**src/rtl/bitcount_unit.sv**
```systemverilog
// Purpose: pipelined CLZ / CTZ / CPOP on a W-bit operand, with a 32-bit word variant.
// Latency: 2 cycles from an accepted input to out_valid; 1 op/cycle with out_ready high.
// Backpressure: valid/ready; a stalled output holds, and the input stalls when stage 1 cannot advance.
// Ports: clk, reset_n (async, active-low), flush (squashes everything in flight),
//   in_valid/in_ready/in_op/in_word/in_src/in_tag (request side),
//   out_valid/out_ready/out_result/out_tag (result side), busy (any stage occupied).
module bitcount_unit #(
  parameter int LG_W     = 6,
  parameter int LG_CHUNK = 4,
  parameter int TAG_W    = 8
) (
  input  logic                  clk,
  input  logic                  reset_n,
  input  logic                  flush,
  input  logic                  in_valid,
  output logic                  in_ready,
  input  logic [1:0]            in_op,
  input  logic                  in_word,
  input  logic [(1<<LG_W)-1:0]  in_src,
  input  logic [TAG_W-1:0]      in_tag,
  output logic                  out_valid,
  input  logic                  out_ready,
  output logic [LG_W:0]         out_result,
  output logic [TAG_W-1:0]      out_tag,
  output logic                  busy
);

  localparam int W   = 1 << LG_W;
  localparam int C   = 1 << LG_CHUNK;
  localparam int NC  = W / C;
  localparam int CW  = LG_CHUNK + 1;
  localparam int RW  = LG_W + 1;
  // Chunk that holds bit 31, and how many bits of that chunk sit above bit 31
  // (non-zero only when a chunk is wider than 32 bits).
  localparam int K31 = 31 >> LG_CHUNK;
  localparam int OFF = (K31 + 1) * C - 32;

  typedef enum logic [1:0] {
    OP_CLZ  = 2'd0,
    OP_CTZ  = 2'd1,
    OP_CPOP = 2'd2,
    OP_RSVD = 2'd3
  } op_e;

  function automatic logic [CW-1:0] f_lz(input logic [C-1:0] c);
    logic [CW-1:0] r;
    r = CW'(C);
    for (int i = 0; i < C; i++) begin
      if (c[i]) r = CW'(C - 1 - i);
    end
    return r;
  endfunction

  function automatic logic [CW-1:0] f_tz(input logic [C-1:0] c);
    logic [CW-1:0] r;
    r = CW'(C);
    for (int i = C - 1; i >= 0; i--) begin
      if (c[i]) r = CW'(i);
    end
    return r;
  endfunction

  function automatic logic [CW-1:0] f_pop(input logic [C-1:0] c);
    logic [CW-1:0] r;
    r = '0;
    for (int i = 0; i < C; i++) begin
      r = r + CW'(c[i]);
    end
    return r;
  endfunction

  // ---------------------------------------------------------------- control
  logic s1_valid;
  logic s1_adv;
  logic accept;

  assign s1_adv   = !out_valid || out_ready;
  assign in_ready = !flush && (!s1_valid || s1_adv);
  assign accept   = in_valid && in_ready;
  assign busy     = s1_valid || out_valid;

  // ------------------------------------------------- operand preprocessing
  logic          word_eff;
  logic [W-1:0]  eff_src;

  // The word variant is meaningless on a 32-bit datapath.
  assign word_eff = (W > 32) ? in_word : 1'b0;

  always_comb begin
    eff_src = '0;
    for (int i = 0; i < W; i++) begin
      eff_src[i] = in_src[i] & (!word_eff || (i < 32));
    end
  end

  // ------------------------------------------------ stage 1: chunk summaries
  logic [CW-1:0] c_lz  [NC];
  logic [CW-1:0] c_tz  [NC];
  logic [CW-1:0] c_pop [NC];
  logic [NC-1:0] c_zero;

  always_comb begin
    c_zero = '0;
    for (int k = 0; k < NC; k++) begin
      c_lz[k]   = f_lz(eff_src[k*C +: C]);
      c_tz[k]   = f_tz(eff_src[k*C +: C]);
      c_pop[k]  = f_pop(eff_src[k*C +: C]);
      c_zero[k] = ~|eff_src[k*C +: C];
    end
  end

  op_e            s1_op;
  logic           s1_word;
  logic [TAG_W-1:0] s1_tag;
  logic [CW-1:0]  s1_lz  [NC];
  logic [CW-1:0]  s1_tz  [NC];
  logic [CW-1:0]  s1_pop [NC];
  logic [NC-1:0]  s1_zero;

  // Stage 1 payload only needs to be meaningful while s1_valid is set.
  always_ff @(posedge clk) begin
    if (accept) begin
      s1_op   <= op_e'(in_op);
      s1_word <= word_eff;
      s1_tag  <= in_tag;
      s1_lz   <= c_lz;
      s1_tz   <= c_tz;
      s1_pop  <= c_pop;
      s1_zero <= c_zero;
    end
  end

  // ------------------------------------------------- stage 2: combine chunks
  logic [RW-1:0] s2_res;
  logic          done;

  always_comb begin
    s2_res = '0;
    done   = 1'b0;
    case (s1_op)
      OP_CLZ: begin
        // In word mode the scan starts at the chunk holding bit 31; chunk
        // counts are C when the chunk is empty, so summing them is exact.
        for (int k = NC - 1; k >= 0; k--) begin
          if (!done && (!s1_word || k <= K31)) begin
            s2_res = s2_res + RW'(s1_lz[k]);
            done   = !s1_zero[k];
          end
        end
        // Discount the zero bits above bit 31 inside that first chunk.
        if (s1_word) s2_res = s2_res - RW'(OFF);
      end
      OP_CTZ: begin
        for (int k = 0; k < NC; k++) begin
          if (!done && (!s1_word || k <= K31)) begin
            s2_res = s2_res + RW'(s1_tz[k]);
            done   = !s1_zero[k];
          end
        end
        // A zero word scans past bit 31 only when chunks exceed 32 bits.
        if (s1_word && (s2_res > RW'(32))) s2_res = RW'(32);
      end
      OP_CPOP: begin
        // Bits above 31 were already cleared in word mode.
        for (int k = 0; k < NC; k++) begin
          s2_res = s2_res + RW'(s1_pop[k]);
        end
      end
      default: s2_res = '0;
    endcase
  end

  // ------------------------------------------------------- valids and output
  always_ff @(posedge clk or negedge reset_n) begin
    if (!reset_n) begin
      s1_valid   <= 1'b0;
      out_valid  <= 1'b0;
      out_result <= '0;
      out_tag    <= '0;
    end else begin
      if (flush) begin
        s1_valid  <= 1'b0;
        out_valid <= 1'b0;
      end else begin
        if (accept) begin
          s1_valid <= 1'b1;
        end else if (s1_adv) begin
          s1_valid <= 1'b0;
        end
        if (s1_adv) out_valid <= s1_valid;
      end
      // Output payload only moves when the output register is free, so it
      // holds while out_valid && !out_ready.
      if (s1_adv && s1_valid) begin
        out_result <= s2_res;
        out_tag    <= s1_tag;
      end
    end
  end

endmodule
```
**config.mk**
```make
export PLATFORM = sky130hd
export DESIGN_NAME = bitcount_unit
export DESIGN_NICKNAME = d
export VERILOG_FILES = /design/src/rtl/bitcount_unit.sv
export SDC_FILE = /design/constraint.sdc
export NUM_CORES = 1
export LEC_CHECK = 0
export CORE_MARGIN = 1
export CORE_UTILIZATION = 40
export CTS_CLUSTER_SIZE = 25
export DETAILED_ROUTE_END_ITERATION = 12
export GPL_TIMING_DRIVEN = 1
export MAX_ROUTING_LAYER = met4
export PLACE_DENSITY = 0.71
export SLEW_MARGIN = 0
export SYNTH_ARGS = -nofsm -noshare
export SYNTH_HDL_FRONTEND = slang
export SYNTH_SLANG_ARGS = --single-unit
```
**constraint.sdc**
```tcl
create_clock -name clk -period 4.7 [get_ports clk]
set_input_delay 0.705 -clock clk [delete_from_list [all_inputs] [get_ports clk]]
set_output_delay 0.705 -clock clk [all_outputs]
set_load 0.02 [all_outputs]
```
**Yosys cells after proc, flatten, opt, wreduce, memory -nomap -nowiden**

Cells that the tools add are included.

- Output and inout bits: 18
- Bits of input ports: 80
- Register bits after elaboration: 92
- Logic and storage cells: 373

- $add $sub $neg: 69
- Reductions and logical operators: 65
- Bitwise logic cells: 32
- Mux-type cells: 152
- Equal/unequal tests: 2
- Magnitude comparators: 1

Operators with widths:

| operator | number |
|---|---|
| 2-to-1 mux 4 bit | 56 |
| adder 5 x 1 -> 5 bit | 44 |
| OR reduction 15 bit | 8 |
| 2-to-1 mux 7 bit | 14 |
| 2-to-1 mux 3 bit | 32 |
| OR reduction 16 bit | 4 |
| OR reduction 8 bit | 8 |
| adder 7 x 5 -> 7 bit | 7 |
| 2-to-1 mux 5 bit | 9 |
| bitwise AND 1 bit | 32 |
| 2-to-1 mux 2 bit | 16 |
| OR reduction 4 bit | 8 |
| 2-to-1 mux 1 bit | 24 |
| one-hot mux 7 bit (3 select lines) | 1 |
| adder 4 x 1 -> 5 bit | 4 |
| adder 3 x 1 -> 4 bit | 4 |
| zero test 1 bit | 16 |
| OR reduction 2 bit | 8 |
| adder 2 x 1 -> 3 bit | 4 |
| adder 1 x 1 -> 2 bit | 4 |
| adder 6 x 5 -> 7 bit | 1 |
| greater-than comparator 7 x 6 -> 1 bit (second input constant) | 1 |
| logical AND 1 bit | 7 |
| adder 5 x 5 -> 6 bit | 1 |
| 6 further kinds | 8 |

**Longest topological paths before layout**

- Depth in word-level cells: 17
- Gate-level depth with buffers: 20
- Depth with buffers taken out: 19

**Worst setup path before layout**

No wires, ideal clock.

- Path kind: input to register
- Start: input port in_word
- End: register s1_pop[7] (netlist name), data pin
- Slack: 473 ps
- Data required time: 4442 ps
- Setup time: 258 ps
- Data arrival time: 3970 ps
- Stages on the path: 12
- Buffers on the path: 1
- Path through: clkbuf_1 -> nor2b_1 -> fa_1 -> fa_1 -> inv_1 -> fa_1 -> fa_1 -> inv_1 -> ha_1 -> inv_1 -> fa_1 -> xnor2_1

RTL lines:

| item | line | RTL |
|---|---|---|
| start, declared | 18 | `input logic in_word,` |
| end signal, assigned | 128 | `s1_pop <= c_pop;` |
| end, declared | 117 | `logic [CW-1:0] s1_pop [NC];` |

**Final worst setup path**

- Start: register s1_tz[15] (netlist name)
- End: register out_result[3]

- Word-level cells in the longest chain between the ends: 14

RTL lines:

| item | line | RTL |
|---|---|---|
| start, declared | 116 | `logic [CW-1:0] s1_tz [NC];` |
| start signal, assigned | 127 | `s1_tz <= c_tz;` |
| 2-to-1 mux 7 bit * | 140 | `case (s1_op)` |
| adder 7 x 5 -> 7 bit | 156 | `s2_res = s2_res + RW'(s1_tz[k]);` |
| 2-to-1 mux 7 bit * | 155 | `if (!done && (!s1_word \|\| k <= K31)) begin` |
| 2-to-1 mux 7 bit * | 140 |  |
| adder 7 x 5 -> 7 bit | 156 |  |
| 2-to-1 mux 7 bit * | 155 |  |
| 2-to-1 mux 7 bit * | 140 |  |
| adder 7 x 5 -> 7 bit | 156 |  |
| 2-to-1 mux 7 bit * | 155 |  |
| 2-to-1 mux 7 bit * | 140 |  |
| greater-than comparator 7 x 6 -> 1 bit | 161 | `if (s1_word && (s2_res > RW'(32))) s2_res = RW'(32);` |
| logical AND 1 bit | 161 |  |
| 2-to-1 mux 7 bit * | 161 |  |
| one-hot mux 7 bit (3 select lines) * | 140 |  |
| end signal, assigned | 195 | `out_result <= s2_res;` |
| end, declared | 23 | `output logic [LG_W:0] out_result,` |

Every way passes the cells marked *; elsewhere a longest branch is shown, timed or not. The select of a mux whose other input is x is not followed.
A chain may end at the register's enable or synchronous reset.

==> summary.md <==
| Metric | Value |
|---|---|
| Clock sink total | 92 |
| Clk pin slew, worst setup/hold paths | approximately 60 ps |
| DP Cell Count | between 1,000 and 1,500 |
| Worst path cell trace | ha_1, inv_1, fa_1, nand2b_1, o21ai_2, ha_1, a21o_1, a211o_1, a21oi_2, nor2_1, ha_1, o21ai_2, o21ai_1, nor3b_1, or4_4, a32oi_2, o41ai_4, a221o_1 |
| Final setup fails | 0 |
| Synth area leader | edfxtp_1 |
| CTS root buf | clkbuf_16 |
| Layout cell share with drive strength beyond 1 | around 7.9% |
| Library cells used by synthesis | 60 |
| Grt ovf | 0 |
| Initial antenna violation count | 0 |
| Period utilisation layout | between 90% and 100% |
| Setup TNS | 0 ps |
| Placed Area | ~9500 sq um |
| Top cells by area, synth | edfxtp_1 (28%), fa_1 (14%), ha_1 (11%), dfrtp_1 (5.3%), inv_1 (4.8%) |
| Die span in x | about 140 um |
| CORE AREA | between 15,000 and 20,000 sq um |
| Hold crit path type | flop to flop |
| Max Fclk | between 200 and 250 MHz |
| Yosys top cell area share | between 20% and 30% |
| Status | complete, no violations |
| Post-CTS Hold Buffers | 0 |
| Design Area, Final | about 9900 sq um |
| Cts bufs inserted | 9 |
| Synthesized flop and latch total | 92 |
| Diodes inserted | 0 |
| Post-route DRC | 0 |
| Total GRT Usage | about a fifth |
| Most used cell, CP | ha_1 |
| Clock latency on the worst-skew pair | 350 ps |
| # IOs | 98 |
| WL/cell | 15.0 um |
| Clk_skew | 8.81 ps |
| Pwr dens | between 300 and 400 nW/um^2 |
| Number of routed nets with antenna violations | 0 |
| DR vias | ~6,400 |
| Logic gate share of total power | a little under half |
| Slew headroom | between 30% and 40% |
| Dominant synthesized flop cell | edfxtp_1 |
| Max stage delay on crit path | roughly 510 ps |
| Global-route wire length before repair | slightly below 30 mm |
| Critical path's slowest cell | or4_4 |
| Clock tree from TritonCTS | done |
| Syn. warnings | 0 |
| Max-slew violations | 0 |
| Gate Count Post-Synth | about 810 |
| VDD IR max | 0.222 mV |
| Clock power frac | a little over a fifth |
| Flop pwr share | 32.6% |
| Crit Path Class | flop to flop |
| Switching Fraction | 34.0% |
| Die H | around 140 um |
| Final core occ | approximately half |
| Fillers | ~1,800 |
| Critical Path Fanout Max | 4 |
| Post-synth EDFFs | 75 |
| Post-layout net count | between 1,000 and 1,500 |
| Crit end category | flop |
| Crit path required time | 4920 ps |
| Mapped cell area | roughly 8000 sq um |
| Critical path arrival | about 4700 ps |
| Pint | about 0.0022 W |
| Leakage | 4.24 nW |
| Sequential area share after synthesis | 33.3% |
| # port buffers | 97 |
| Placer Congestion | between 0.9 and 1 |
| Num rows | 51 |
| Vias in the first global route | 6,035 |
| Sw Pwr | ~0.0011 W |
| Initial Util | about two fifths |
| Maxcap violations | 0 |
| Die area | roughly 21,000 sq um |
| Startpoint Class | flop |
| Post-synth ARST share | between 15 and 20% |
| Vias per inst | 5.28 |
| Min Tclk post-route | roughly 4400 ps |
| First-pass DRT Iterations | 5 |
| Iter 0 DRT Violations | about 400 |
| Hold Vio Cnt, Final | 0 |
| Final non-filler cell total | ~1,200 |
| Syn Nets | a little over 1,000 |
| Post-synthesis average cell area | just under 10 sq um |
| Largest net degree at the start of global routing | 76 |
| Max clock buf depth | 2 |
| H-Tree Depth | 3 |
| Post-DP HPWL | approximately 15 mm |
| Area added between synthesis and finish | 22.9% |
| WL final | between 15 and 20 mm |
| Total Power | 0.00334 W |
| Worst Max-Slew Pin Slew | 967 ps |
==> cell type report <==
type / instances / area, sq um / area share (%)
sequential: 92 / 2680 / 27.1
tap: 265 / 332 / 3.35
clock buffer: 16 / 304 / 3.07
timing repair buffer: 129 / 1220 / 12.4
multi-input combinational: 601 / 4960 / 50.2
inverter: 104 / 390 / 3.95
==> state kept, by name (all words and copies together) (netlist names) <==
register,cells
s1_lz,20
s1_pop,20
s1_tz,20
out_tag,8
s1_tag,8
out_result,7
s1_zero,4
s1_op,2
out_valid,1
s1_valid,1
s1_word,1
==> worst paths after layout <==
path                                          from  slack (ps)                   endpoint  cells after the start
max reg2reg                s1_tz[15]$_SDFFCE_PP0P_         260  out_result[3]$_DFFE_PN0P_                     18
max in group asynchronous                  reset_n        3420     out_tag[1]$_DFFE_PN0P_                      1
min reg2reg                    s1_tag[4]$_DFFE_PP_         480     out_tag[4]$_DFFE_PN0P_                      1
min in group asynchronous                  reset_n         800     out_tag[7]$_DFFE_PN0P_                      1
min                            s1_tag[4]$_DFFE_PP_         480     out_tag[4]$_DFFE_PN0P_                      1
max                        s1_tz[15]$_SDFFCE_PP0P_         260  out_result[3]$_DFFE_PN0P_                     18
==> routing by layer <==
layer,global-route usage (%),part of all wire [%]
met2,30.3,47
met5,-,0
met1,24.8,46
met4,4.76,1.5
met3,3.53,5.5
==> kinds of logic (layout without fill, tap and decap cells) <==
family	Yosys count	in the layout	share of synthesized area, %
mux	21	21	2.77
buf+inv	119	249	5.71
flops	92	92	33.3
simple gates	232	232	14.6
xor+xnor	21	21	2.29
fa+ha+maj	124	124	24.5
compound gates	203	203	16.8
==> critical path, delay by kind of cell (launching register included) <==
kind	cells	cell delay, ps
AO/OA/AOI/OAI	9	1680
adder cells (fa/ha/maj)	4	1220
buffers and inverters	1	70
flip-flops	1	400
AND/OR/NAND/NOR	4	940
==> power groups by stage <==
| stage | clock network [W] | registers (W) | logic, W |
|---|---|---|---|
| finish | 0.000726 | 0.00109 | 0.00153 |
| CTS | 0.000737 | 0.00109 | 0.00153 |
| global route | 0.000774 | 0.00110 | 0.00173 |
| detailed placement | 0 | 0.00111 | 0.00152 |
| floorplan | 0 | 0.00113 | 0.00101 |
| global placement | 0 | 0.00111 | 0.00146 |
==> through the flow <==
step	setup slack, ps	hold slack (ps)
after floorplan	473	409
after global placement	13.6	457
after detailed placement	-63.1	467
after CTS	96.1	476
after global routing	-2.12	481
final	263	475
==> placed cells by master, fill, tap and decap left out, types with 20 or more instances in the layout <==
cell / count
o21ai_0: 40
nand2_1: 39
clkdlybuf4s50_1: 97
nor2_1: 69
xnor2_1: 20
nor2b_1: 37
ha_1: 68
edfxtp_1: 75
fa_1: 56
buf_4: 31
a21oi_1: 50
nor3_1: 21
inv_1: 103
==> cells in the mapped netlist (8+ instances only) <==
library cell  instances
inv_1               103
a21oi_1              51
ha_1                 68
fa_1                 56
o31ai_1              10
nor3_1               21
nand2_1              39
nor4_1               11
o21a_1               11
a21o_1               14
xnor2_1              20
nor2b_1              37
mux2_2               10
a211oi_1             14
mux2i_1              11
clkbuf_1             12
o21ai_0              43
and3_1                8
nand2b_1             11
nor2_1               69
dfrtp_1              17
edfxtp_1             75
==> what timing repair did <==
action                                  in CTS  in global routing
endpoints found under the setup margin       0                  6
resized for setup                            0                 13
setup buffers                                0                  0
(Power assumes the default switching activity.)
